==> config.mk <==
export PLATFORM = sky130hd
export DESIGN_NAME = cpu_clk_rst_ctrl_flat
export DESIGN_NICKNAME = d
export VERILOG_FILES = /design/src/rtl/cpu_ctrl_pkg.sv /design/src/rtl/cpu_clk_rst_ctrl_if.sv /design/src/rtl/ce_divider.sv /design/src/rtl/cpu_clk_rst_ctrl.sv /design/src/flat_wrapper.sv
export SDC_FILE = /design/constraint.sdc
export NUM_CORES = 1
export LEC_CHECK = 0
export BUFFER_PORTS_ARGS = -buffer_cell sky130_fd_sc_hd__buf_2
export CAP_MARGIN = 20
export CORE_UTILIZATION = 35
export CTS_BUF_LIST = sky130_fd_sc_hd__clkbuf_4 sky130_fd_sc_hd__clkbuf_8
export CTS_CLUSTER_SIZE = 40
export DETAILED_ROUTE_END_ITERATION = 12
export SETUP_SLACK_MARGIN = 0.4
export SLEW_MARGIN = 20
export SYNTH_ARGS = -nofsm -noshare
export SYNTH_HDL_FRONTEND = slang
export SYNTH_SLANG_ARGS = --single-unit
==> constraint.sdc <==
create_clock -name clk -period 6.3 [get_ports clk]
set_input_delay 0.945 -clock clk [delete_from_list [all_inputs] [get_ports clk]]
set_output_delay 0.945 -clock clk [all_outputs]
set_load 0.02 [all_outputs]
==> src/rtl/cpu_ctrl_pkg.sv <==
// Shared mode codes, sequencer state encoding and the mode-to-state mapping
// for the CPU clock-enable / reset sequencer.
package cpu_ctrl_pkg;

    localparam logic [1:0] MODE_RUN  = 2'b00;
    localparam logic [1:0] MODE_STEP = 2'b01;
    localparam logic [1:0] MODE_HALT = 2'b10;

    typedef enum logic [1:0] {
        S_HOLD = 2'b00,
        S_RUN  = 2'b01,
        S_STEP = 2'b10,
        S_HALT = 2'b11
    } state_e;

    // Mode 11 is reserved and behaves like HALT.
    function automatic state_e mode_target(input logic [1:0] mode);
        case (mode)
            MODE_RUN:  return S_RUN;
            MODE_STEP: return S_STEP;
            default:   return S_HALT;
        endcase
    endfunction

endpackage

==> src/rtl/cpu_clk_rst_ctrl_if.sv <==
// Control/status bundle between the board-side controller (master) and the
// clock-enable / reset sequencer (slave).
interface cpu_clk_rst_ctrl_if #(
    parameter int DIV_W  = 8,
    parameter int STEP_W = 16
);
    logic [1:0]        mode;
    logic [DIV_W-1:0]  div;
    logic              step_req;
    logic [STEP_W-1:0] step_cnt;
    logic              step_done;
    logic              busy;
    logic              cpu_rst;
    logic              cpu_ce;
    logic [31:0]       ce_count;

    modport master (
        output mode, div, step_req, step_cnt,
        input  step_done, busy, cpu_rst, cpu_ce, ce_count
    );

    modport slave (
        input  mode, div, step_req, step_cnt,
        output step_done, busy, cpu_rst, cpu_ce, ce_count
    );
endinterface

==> src/rtl/ce_divider.sv <==
// Free-running enable divider: tick every div_reg+1 cycles; a new divide value
// is adopted only on a tick so the current period always completes.
module ce_divider #(
    parameter int DIV_W   = 8,
    parameter int DIV_RST = 49
) (
    input  logic             clk,
    input  logic             rst,
    input  logic [DIV_W-1:0] div,
    output logic             tick
);

    logic [DIV_W-1:0] div_cnt_q, div_cnt_d;
    logic [DIV_W-1:0] div_reg_q, div_reg_d;

    // >= rather than == so a shrunk divide value cannot strand the counter above it.
    always_comb begin
        tick      = (div_cnt_q >= div_reg_q);
        div_cnt_d = tick ? '0 : div_cnt_q + DIV_W'(1);
        div_reg_d = tick ? div : div_reg_q;
    end

    // NOTE: flops use <= so every register updates from the same pre-edge values.
    always_ff @(posedge clk or posedge rst) begin
        if (rst) begin
            div_cnt_q <= '0;
            div_reg_q <= DIV_W'(DIV_RST);
        end else begin
            div_cnt_q <= div_cnt_d;
            div_reg_q <= div_reg_d;
        end
    end

endmodule

==> src/rtl/cpu_clk_rst_ctrl.sv <==
// Clock-enable and reset sequencer for CPUCORE: holds the core in reset for RST_HOLD
// enables, then issues divided enables in run, counted-step or halt mode.
module cpu_clk_rst_ctrl
    import cpu_ctrl_pkg::*;
#(
    parameter int RST_HOLD = 5,
    parameter int DIV_W    = 8,
    parameter int DIV_RST  = 49,
    parameter int STEP_W   = 16
) (
    input logic               clk,
    input logic               rst,
    cpu_clk_rst_ctrl_if.slave bus
);

    localparam int HOLD_W = $clog2(RST_HOLD + 1);

    state_e            state_q, state_d;
    state_e            target;
    logic [HOLD_W-1:0] hold_cnt_q, hold_cnt_d;
    logic [STEP_W-1:0] steps_left_q, steps_left_d;
    logic              busy_q, busy_d;
    logic              step_done_q, step_done_d;
    logic              cpu_rst_q, cpu_rst_d;
    logic              cpu_ce_q, cpu_ce_d;
    logic [31:0]       ce_count_q, ce_count_d;
    logic              tick;

    ce_divider #(
        .DIV_W   (DIV_W),
        .DIV_RST (DIV_RST)
    ) u_div (
        .clk  (clk),
        .rst  (rst),
        .div  (bus.div),
        .tick (tick)
    );

    // NOTE: every combinational output gets a default first so no path infers a latch.
    always_comb begin
        state_d      = state_q;
        hold_cnt_d   = hold_cnt_q;
        steps_left_d = steps_left_q;
        busy_d       = busy_q;
        step_done_d  = 1'b0;
        cpu_rst_d    = cpu_rst_q;
        cpu_ce_d     = 1'b0;
        ce_count_d   = ce_count_q;
        target       = mode_target(bus.mode);

        case (state_q)
            S_HOLD: begin
                // The release cycle issues no enable, so the core never sees an edge mid-release.
                if (hold_cnt_q == HOLD_W'(RST_HOLD)) begin
                    cpu_rst_d = 1'b0;
                    state_d   = target;
                end else if (tick) begin
                    cpu_ce_d   = 1'b1;
                    hold_cnt_d = hold_cnt_q + HOLD_W'(1);
                end
            end
            S_RUN: cpu_ce_d = tick;
            S_STEP: begin
                if (steps_left_q == '0) begin
                    if (bus.step_req) begin
                        steps_left_d = (bus.step_cnt == '0) ? STEP_W'(1) : bus.step_cnt;
                        busy_d       = 1'b1;
                    end
                end else if (tick) begin
                    cpu_ce_d     = 1'b1;
                    steps_left_d = steps_left_q - STEP_W'(1);
                    if (steps_left_q == STEP_W'(1)) begin
                        step_done_d = 1'b1;
                        busy_d      = 1'b0;
                    end
                end
            end
            default: ;
        endcase

        // Mode is registered: it picks next cycle's state; entering RUN abandons any burst.
        if (state_q != S_HOLD) begin
            state_d = target;
            if (target == S_RUN) begin
                steps_left_d = '0;
                busy_d       = 1'b0;
                step_done_d  = 1'b0;
            end
        end

        if (cpu_ce_d && state_q != S_HOLD) begin
            ce_count_d = ce_count_q + 32'd1;
        end
    end

    always_ff @(posedge clk or posedge rst) begin
        if (rst) begin
            state_q      <= S_HOLD;
            hold_cnt_q   <= '0;
            steps_left_q <= '0;
            busy_q       <= 1'b0;
            step_done_q  <= 1'b0;
            cpu_rst_q    <= 1'b1;
            cpu_ce_q     <= 1'b0;
            ce_count_q   <= '0;
        end else begin
            state_q      <= state_d;
            hold_cnt_q   <= hold_cnt_d;
            steps_left_q <= steps_left_d;
            busy_q       <= busy_d;
            step_done_q  <= step_done_d;
            cpu_rst_q    <= cpu_rst_d;
            cpu_ce_q     <= cpu_ce_d;
            ce_count_q   <= ce_count_d;
        end
    end

    assign bus.step_done = step_done_q;
    assign bus.busy      = busy_q;
    assign bus.cpu_rst   = cpu_rst_q;
    assign bus.cpu_ce    = cpu_ce_q;
    assign bus.ce_count  = ce_count_q;

endmodule

==> src/flat_wrapper.sv <==
// flat-port wrapper written by rule: the top's interface ports become plain ports
module cpu_clk_rst_ctrl_flat import cpu_ctrl_pkg::*;
#(
    parameter int RST_HOLD = 5,
    parameter int DIV_W    = 8,
    parameter int DIV_RST  = 49,
    parameter int STEP_W   = 16
)
  (clk, rst, bus_mode, bus_div, bus_step_req, bus_step_cnt, bus_step_done, bus_busy, bus_cpu_rst, bus_cpu_ce, bus_ce_count);
  cpu_clk_rst_ctrl_if #(.DIV_W(DIV_W), .STEP_W(STEP_W)) bus_i ();
  input logic clk;
  input logic rst;
  input wire logic [$bits(bus_i.mode)-1:0] bus_mode;
  input wire logic [$bits(bus_i.div)-1:0] bus_div;
  input wire logic [$bits(bus_i.step_req)-1:0] bus_step_req;
  input wire logic [$bits(bus_i.step_cnt)-1:0] bus_step_cnt;
  output wire logic [$bits(bus_i.step_done)-1:0] bus_step_done;
  output wire logic [$bits(bus_i.busy)-1:0] bus_busy;
  output wire logic [$bits(bus_i.cpu_rst)-1:0] bus_cpu_rst;
  output wire logic [$bits(bus_i.cpu_ce)-1:0] bus_cpu_ce;
  output wire logic [$bits(bus_i.ce_count)-1:0] bus_ce_count;
  assign bus_i.mode = bus_mode;
  assign bus_i.div = bus_div;
  assign bus_i.step_req = bus_step_req;
  assign bus_i.step_cnt = bus_step_cnt;
  assign bus_step_done = bus_i.step_done;
  assign bus_busy = bus_i.busy;
  assign bus_cpu_rst = bus_i.cpu_rst;
  assign bus_cpu_ce = bus_i.cpu_ce;
  assign bus_ce_count = bus_i.ce_count;
  cpu_clk_rst_ctrl #(.RST_HOLD(RST_HOLD), .DIV_W(DIV_W), .DIV_RST(DIV_RST), .STEP_W(STEP_W)) u_core (.clk(clk), .rst(rst), .bus(bus_i));
endmodule
==> results of run 1 <==
-- routing by layer --
layer	up-vias	GRT usage	share of wire
met5	-	0	0
met4	0	0.0763	0.012
met3	11	0.0291	0.047
met2	105	0.263	0.46
met1	1569	0.242	0.48
li1	1585	-	-
-- final timing paths --
path / from / end / slack (ns) / cells after the start
min reg2reg: u_core.bus.cpu_rst / u_core.bus.cpu_rst / 0.46 / 1
min in group asynchronous: rst / u_core.bus.ce_count[10] / 0.85 / 3
max reg2reg: u_core.u_div.div_cnt_q[0] / u_core.bus.ce_count[23] / 3.04 / 8
max: u_core.u_div.div_cnt_q[0] / u_core.bus.ce_count[23] / 3.04 / 8
max in group asynchronous: rst / u_core.u_div.div_reg_q[3] / 4.85 / 3
min: u_core.bus.cpu_rst / u_core.bus.cpu_rst / 0.46 / 1
-- Yosys cell counts (all sizes together) (3+ instances only) --
| cell | count |
|---|---|
| nand4 | 10 |
| nand2 | 51 |
| a31oi | 7 |
| clkbuf | 10 |
| dfrtp | 69 |
| nor4 | 14 |
| nor3 | 9 |
| and4 | 4 |
| a21oi | 12 |
| and3 | 13 |
| ha | 15 |
| nand2b | 5 |
| a211oi | 5 |
| or3 | 4 |
| inv | 17 |
| nand3 | 20 |
| nor2 | 31 |
| xnor2 | 19 |
| or4 | 3 |
| dfstp | 4 |
| nor2b | 3 |
| xor2 | 20 |
| o21ai | 21 |
| buf | 7 |
| o21a | 3 |
-- area by class of cell --
class | count | area, um2 | area share
Timing Repair Buffer | 66 | 339 | 0.0741
Clock inverter | 7 | 80.1 | 0.0175
Multi-Input combinational cell | 301 | 1960 | 0.429
Tap cell | 140 | 175 | 0.0383
Sequential cell | 73 | 1830 | 0.400
Clock buffer | 9 | 124 | 0.0271
Inverter | 17 | 63.8 | 0.0139
-- cells by family (layout without fill, tap and decap cells) --
kind of cell | Yosys count | after routing | synth area share
AO/OA/AOI/OAI | 69 | 69 | 0.115
adder cells (fa/ha/maj) | 15 | 15 | 0.0480
multiplexers | 3 | 3 | 0.00800
flip-flops | 73 | 73 | 0.468
buffers and inverters | 34 | 99 | 0.0377
XOR/XNOR | 39 | 39 | 0.0873
AND/OR/NAND/NOR | 175 | 175 | 0.235
-- sequential cells by signal (all words and copies together) (netlist names) --
name	cells
u_core.bus.ce_count	32
u_core.bus.step_done	1
u_core.u_div.div_reg_q	8
u_core.bus.busy	1
u_core.bus.cpu_ce	1
u_core.steps_left_q	16
u_core.state_q	2
u_core.hold_cnt_q	3
u_core.bus.cpu_rst	1
u_core.u_div.div_cnt_q	8
-- critical path: stages, from the launching register on --
cell	delay (ns)
dfrtp_1	0.44
inv_1	0.07
ha_1	0.28
nand2b_1	0.14
a2111oi_0	0.85
o31a_1	0.65
or4_4	0.38
and3b_1	0.21
xor2_1	0.14
-- per-stage QoR --
stage               utilization  area [um2]  setup WS (ns)  hold WS (ns)
floorplan                     -        3910           3.51         0.437
global placement          0.401        4350           3.10         0.451
detailed placement        0.401        4350           3.06         0.449
CTS                       0.420        4550           3.06         0.461
global route              0.422        4570           2.88         0.476
finish                    0.422        4570           3.04         0.458
-- power groups by stage --
stage                     combinational, uW  sequential (uW)  clock, uW
after floorplan                         200              535          0
after global placement                  260              544          0
after detailed placement                261              543          0
after CTS                               263              535        401
after global routing                    299              541        425
final                                   270              536        390
==> results.yml, run 1 <==
status:
  status: "finished clean"
timing:
  max_freq_ghz: 0.307
  tightest_slew_ns: 0.972
  finalSetupTns_ns: 0
  fin_crit_ns: 3.26
  final_max_slew_viol_count: 0
  timing.slew.headroom: 0.335
  finClkSkew_ns: 0.0153
  timing.final.crit_share: 0.517
  hold_viol: 0
  rsz0062_at_grt: "no"
  setup_violations: 0
final_layout:
  layout-drive-gt1-share: 0.205
  area_growth_pct: 17.0
  mostFrequentLayoutCells: "69 x dfrtp_1, 64 x buf_2, 51 x nand2_1"
  mostFrequentLayoutCell: "dfrtp_1"
  n_fill_cell: 1095
  finalNonFillerCells: 613
  antennaDiodeCount: 0
  layout.nets: 512
setup_path:
  start_kind: "flip-flop"
  critPathKind: "flip-flop to flip-flop"
  critPathCaptureType: "flip-flop"
  crit_fanout: 14
  cp.required_ns: 6.56
  crit_arrival_ns: 3.52
clocking:
  clkSlewWorstSetupHoldPaths_ns: 0.10
  post-cts-setup-buffers: 0
  cts_tree: "built"
  cts_made_buffers: 9
  root_buffer: "clkbuf_8"
  cts.path.max_buffers: 2
  h-tree-depth: 3
  cts_hold_buffers: 0
  clk_latency_ns: 0.37
  cts_sinks: 73
  cts_resized: 0
power:
  vdd_drop_max_v: 0.000121
  power_frac_clock: 0.326
  leakage_uw: 0.00225
  p_int_uw: 778
  comb_power_share: 0.226
  p_per_area_mw_per_mm2: 262
  switching_share: 0.350
  power.share.sequential: 0.448
  power_switching_uw: 419
  finalPower_uw: 1200
yosys:
  ys_ff_latch: 73
  async_flop_share: 1.00
  syn_nets: 452
  synth-seq-area-share: 0.468
  synthCells: 408
  synth_edf_count: 0
  synth_top_area_share: 0.441
  synth_area_mm2: 0.00391
  ys.flop_type: "dfrtp_1"
  yosys_warnings: 0
  yosys-top-cells-area: "dfrtp_1 44%, nand2_1 4.9%, ha_1 4.8%"
  avgSynthCellArea_um2: 9.59
  synth_top_area_cell: "dfrtp_1"
  yosysUniqueCellTypes: 58
floorplanning:
  start_util: 0.361
  row_count: 38
  dieWidth_um: 108
  io_pins: 65
  die_h_um: 108
  core_area_mm2: 0.0108
  die-area_mm2: 0.0116
detailed_routing:
  vias: 3270
  drt_iter0_drc: 191
  drc: 0
  routedWlPerCell_um: 15.2
  wl_um: 9300
  dr.pass1.iters: 4
  via_per_inst: 5.33
  ant_nets: 0
place:
  place_hpwl_um: 6450
  port_buffers: 64
  place.gp.congestion: 0.883
  dp_cells: 596
grt:
  grt_max_degree: 74
  antenna_found_initial: 0
  grt_pass1_wl_um: 15800
  grt_pass1_vias: 3156
  globalRouteOverflowTotal: 0
  track_usage: 0.174
run:
  cap_viol_max_count: 0
hold_path:
  min_path_type: "flip-flop to flip-flop"
(Power assumes the default switching activity.)
==> run 2: changes to the inputs <==
ABC_AREA = 1   (was unset)
clock period = 3 ns   (was 6.3 ns; I/O delays follow)
==> results.yml, run 2 <==
status:
  status: "finished clean"
floorplanning:
  dieWidth_um: 120
  row_count: 42
  io_pins: 65
  die-area_mm2: 0.0144
  core_area_mm2: 0.0134
  die_h_um: 120
  start_util: 0.363
yosys:
  synth_top_family_by_area: "simple AND/OR/NAND/NOR gates"
  ys.flop_type: "dfrtp_1"
  ys_ff_latch: 73
  synthAdderAreaFrac: 0.0386
  yosys_warnings: 0
  synth_edf_count: 0
  syn_nets: 746
  synth_common_cells: "244 x nand2_1, 85 x nor2_1, 69 x dfrtp_1, 69 x inv_1, 31 x nand3_1"
  yosys-top-cells-area: "dfrtp_1 35%, nand2_1 19%, nor2_1 6.6%"
  synth_area_mm2: 0.00487
  synth_top_area_share: 0.355
  synth_xor_xnor_area_share: 0.0576
  synthCells: 702
  synth_mux_area_frac: 0.00231
  synth_top_area_cell: "dfrtp_1"
  synth_most_common_cell: "nand2_1"
  synth-seq-area-share: 0.376
  async_flop_share: 1.00
  avgSynthCellArea_um2: 6.93
  synth-simple-area-share: 0.361
  synth-compound-area-share: 0.0818
  yosysUniqueCellTypes: 38
setup_path:
  critPathCaptureType: "flip-flop"
  reg2reg_from: "u_core.steps_left_q[0]"
  crit_arrival_ns: 2.58
  crit_fanout: 33
  startpoint: "u_core.steps_left_q[0]"
  cp.required_ns: 3.25
  start_kind: "flip-flop"
  critPathKind: "flip-flop to flip-flop"
timing:
  hold_viol: 0
  timing.final.crit_share: 0.775
  tightest_slew_ns: 0.818
  finalSetupTns_ns: 0
  setup_violations: 0
  timing.slew.headroom: 0.454
  rsz0062_at_grt: "no"
  final_max_slew_viol_count: 0
  max_freq_ghz: 0.430
  finClkSkew_ns: 0.0190
  setup_ws_ns: 0.676
  fin_crit_ns: 2.32
clocking:
  cts_tree: "built"
  cts.path.max_buffers: 2
  cts_sinks: 73
  cts_hold_buffers: 0
  clk_latency_ns: 0.37
  root_buffer: "clkbuf_8"
  clkSlewWorstSetupHoldPaths_ns: 0.08
  cts_made_buffers: 9
  h-tree-depth: 3
place:
  place_hpwl_um: 8980
  place.gp.congestion: 0.898
  dpl_worst_slack_ns: 0.614
  port_buffers: 64
final_layout:
  n_fill_cell: 1457
  ff_latch_area_mm2: 0.00183
  antennaDiodeCount: 0
  largest_reg_flops: 32
  layout.nets: 807
  multi_input_area_mm2: 0.00264
  layout-drive-gt1-share: 0.147
  area_growth_pct: 14.3
  mostFrequentLayoutCells: "244 x nand2_1, 85 x nor2_1, 69 x dfrtp_1"
  mostFrequentLayoutCell: "nand2_1"
power:
  p_per_area_mw_per_mm2: 451
  vdd_drop_max_v: 0.000268
  leakage_uw: 0.00293
hold_path:
  min_path_type: "primary input to asynchronous set/reset pin"
detailed_routing:
  routedWlPerCell_um: 12.9
  ant_nets: 0
  wl_um: 12200
  drt_iter0_drc: 280
  dr.pass1.iters: 4
  drc: 0
  via_per_inst: 4.72
  vias: 4457
run:
  cap_viol_max_count: 0
grt:
  grt_pass1_wl_um: 20600
  globalRouteOverflowTotal: 0
  grt_pass1_vias: 4145
  track_usage: 0.181
  antenna_found_initial: 0
  grt_max_degree: 50
[run 2: layer usage]
layer	GRT usage	up-vias	share of wire	wire length [um]
met4	0.0633	0	0.018	218
met5	0	-	0	0
met1	0.261	1990	0.50	6050
li1	-	2348	-	-
met3	0.0318	17	0.044	530
met2	0.270	102	0.44	5350
[run 2: final timing paths]
| kind | endpoint | slack, ns | depth (start not counted) |
|---|---|---|---|
| max | u_core.bus.ce_count[30] | 0.68 | 11 |
| min | u_core.steps_left_q[7] | 0.21 | 2 |
| max reg2reg | u_core.bus.ce_count[30] | 0.68 | 11 |
| min reg2reg | u_core.bus.cpu_rst | 0.47 | 1 |
| max in group asynchronous | u_core.bus.cpu_rst | 2.08 | 3 |
| min in group clk | u_core.state_q[0] | 0.28 | 2 |
[run 2: kinds of logic after synthesis]
logic type,count (synthesis)
flops,73
simple gates,418
fa+ha+maj,15
mux,1
buf+inv,93
xor+xnor,32
compound gates,70
[run 2: final cells by class]
class / instances / share of cell area
clock buffers: 12 / 0.0286
multi-input cells: 536 / 0.474
clock inverters: 4 / 0.00922
inverters: 72 / 0.0497
flip-flops and latches: 73 / 0.329
well taps: 176 / 0.0396
repair buffers: 71 / 0.0693
[run 2: what timing repair did]
action                                  in CTS  in global routing
endpoints found under the setup margin       0                  2
resized for setup                            0                  1
buffers inserted                             0                  0
[run 2: critical path, cell delays in order, from the launching register on]
cell	delay, ns
dfrtp_1	0.43
inv_1	0.17
ha_1	0.20
nand2_1	0.07
nor2_2	0.30
nand2_2	0.10
nand2_2	0.13
nand2_2	0.10
nand3_4	0.31
inv_6	0.19
nand2_1	0.13
o21ai_2	0.05
[run 2: stage by stage]
stage,cells,power (uW),hold WS (ns),util,cell area [um2]
6_report,944,2510,0.212,0.415,5560
4_1_cts,944,2540,0.223,0.415,5560
5_1_grt,944,2660,0.263,0.415,5560
3_5_place_dp,928,1690,0.458,0.399,5350
3_3_place_gp,928,1700,0.454,0.399,5350
2_1_floorplan,702,1540,0.446,-,4870
[run 2: report_power, final]
group	internal, uW	switching [uW]	total (uW)	leakage, uW
logic	197	387	583	0.00188
clock network	439	394	833	0.000106
registers	1030	64.2	1090	0.000947
total	1670	845	2510	0.00293
==> run 3: changes to the inputs <==
ABC_AREA = 0   (was 1)
clock period = 2.06 ns   (was 3 ns; I/O delays follow)
==> results.yml, run 3 (synthesis results as in run 1) <==
status:
  status: "complete, but fails checks"
  violations: "setup timing"
detailed_routing:
  drc: 0
  via_per_inst: 5.19
  ant_nets: 0
  vias: 3729
  drt_iter0_drc: 113
  wl_um: 11300
  routedWlPerCell_um: 15.7
  dr.pass1.iters: 4
clocking:
  clkSlewWorstSetupHoldPaths_ns: 0.10
  clk_latency_ns: 0.38
  cts_tree: "built"
  h-tree-depth: 3
  root_buffer: "clkbuf_8"
  cts.path.max_buffers: 2
  cts_sinks: 73
  cts_hold_buffers: 0
  cts_made_buffers: 9
timing:
  setup_ws_ns: -0.328
  rsz0062_at_grt: "yes"
  max_freq_ghz: 0.419
  timing.final.crit_share: 1.16
  finalSetupTns_ns: -12.66
  tightest_slew_ns: 0.533
  finClkSkew_ns: 0.0185
  fin_crit_ns: 2.39
  timing.slew.headroom: 0.645
  setup_violations: 68
  final_max_slew_viol_count: 0
  hold_viol: 0
power:
  switching_share: 0.360
  power_frac_clock: 0.253
  comb_power_share: 0.376
  p_int_uw: 2750
  vdd_drop_max_v: 0.000452
  power_switching_uw: 1550
  p_per_area_mw_per_mm2: 696
  power.share.sequential: 0.371
  leakage_uw: 0.00307
grt:
  globalRouteOverflowTotal: 0
  grt_pass1_wl_um: 18000
  grt_max_degree: 74
  grt_pass1_vias: 3695
  track_usage: 0.201
  antenna_found_initial: 0
place:
  place_hpwl_um: 7310
  port_buffers: 64
  place.gp.congestion: 0.876
floorplanning:
  die_h_um: 108
  row_count: 38
  core_area_mm2: 0.0108
  die-area_mm2: 0.0116
  io_pins: 65
  dieWidth_um: 108
  start_util: 0.361
setup_path:
  startpoint: "u_core.u_div.div_reg_q[4]"
  crit_fanout: 8
  critPathKind: "flip-flop to flip-flop"
  cp.required_ns: 2.35
  critPathCaptureType: "flip-flop"
  crit_arrival_ns: 2.68
  start_kind: "flip-flop"
  reg2reg_from: "u_core.u_div.div_reg_q[4]"
final_layout:
  post-route-util: 0.570
  layout-drive-gt1-share: 0.512
  layout.nets: 617
  largest_reg_flops: 32
  antennaDiodeCount: 0
  mostFrequentLayoutCells: "70 x buf_4, 67 x dfrtp_1, 64 x buf_2"
  mostFrequentLayoutCell: "buf_4"
  area_growth_pct: 57.9
run:
  cap_viol_max_count: 0
hold_path:
  min_path_type: "primary input to asynchronous set/reset pin"
run 3: cell count changes in the layout (fill, tap and decap cells not counted), sizes merged, moves of 9 or more:
cell,previous run,this run
nor4,0,14
nor2,87,31
buf,71,171
o21ai,34,21
nand3,33,20
inv,69,19
nand2,251,51
nor3,20,9
xnor2,10,19
a21oi,27,12
and3,2,13
nand4,20,10
run 3: timing repair:
action,in CTS,in global routing
setup buffers,12,16
gates resized for setup,86,67
setup endpoints to repair,70,70
pin swaps,59,37
cloned,3,1
run 3: worst paths after layout:
| path | to | slack, ns | cells after the start |
|---|---|---|---|
| min in group clk | u_core.state_q[0] | 0.13 | 2 |
| min | u_core.bus.ce_count[24] | 0.02 | 3 |
| max | u_core.bus.ce_count[23] | -0.33 | 7 |
| min reg2reg | u_core.bus.cpu_rst | 0.46 | 1 |
| max reg2reg | u_core.bus.ce_count[23] | -0.33 | 7 |
| max in group asynchronous | u_core.u_div.div_reg_q[0] | 1.66 | 3 |
run 3: metal layers:
metal / track usage / wire (um)
met1: 0.267 / 5110
met3: 0.0333 / 430
met5: 0 / 0
met4: 0.0763 / 211
met2: 0.327 / 5500
run 3: stage by stage:
| step | power [uW] | setup WS (ns) | hold WS [ns] | instance area [um2] | instances |
|---|---|---|---|---|---|
| after floorplan | 2290 | -0.130 | 0.397 | 4070 | 408 |
| after global placement | 3010 | -0.321 | 0.445 | 5080 | 670 |
| after detailed placement | 3020 | -0.429 | 0.450 | 5080 | 670 |
| after CTS | 4210 | -0.370 | 0.0516 | 5750 | 701 |
| after global routing | 4530 | -0.449 | 0.0602 | 6170 | 718 |
| final | 4300 | -0.328 | 0.0231 | 6170 | 718 |
run 3: cell type report:
| type | count | area, um2 |
|---|---|---|
| fill | 904 | 4670 |
| clock inverter | 7 | 62.6 |
| sequential | 73 | 1830 |
| tap | 140 | 175 |
| timing repair buffer | 171 | 1350 |
| inverter | 17 | 67.6 |
| multi-input combinational | 301 | 2560 |
| clock buffer | 9 | 124 |
run 3: worst max-delay path, cell delays in order, from the launching register on:
cell and delay, ns:
dfstp_2 0.53, inv_2 0.05, ha_4 0.25, nand4_1 0.15, o31a_1 0.36, or4_4 0.53
and3b_1 0.27, xor2_1 0.18
run 3: power groups by stage:
stage | logic [uW] | registers, uW | clock network [uW]
finish | 1620 | 1590 | 1090
global route | 1740 | 1610 | 1180
CTS | 1500 | 1600 | 1120
detailed placement | 1400 | 1620 | 0
global placement | 1390 | 1610 | 0
floorplan | 653 | 1640 | 0
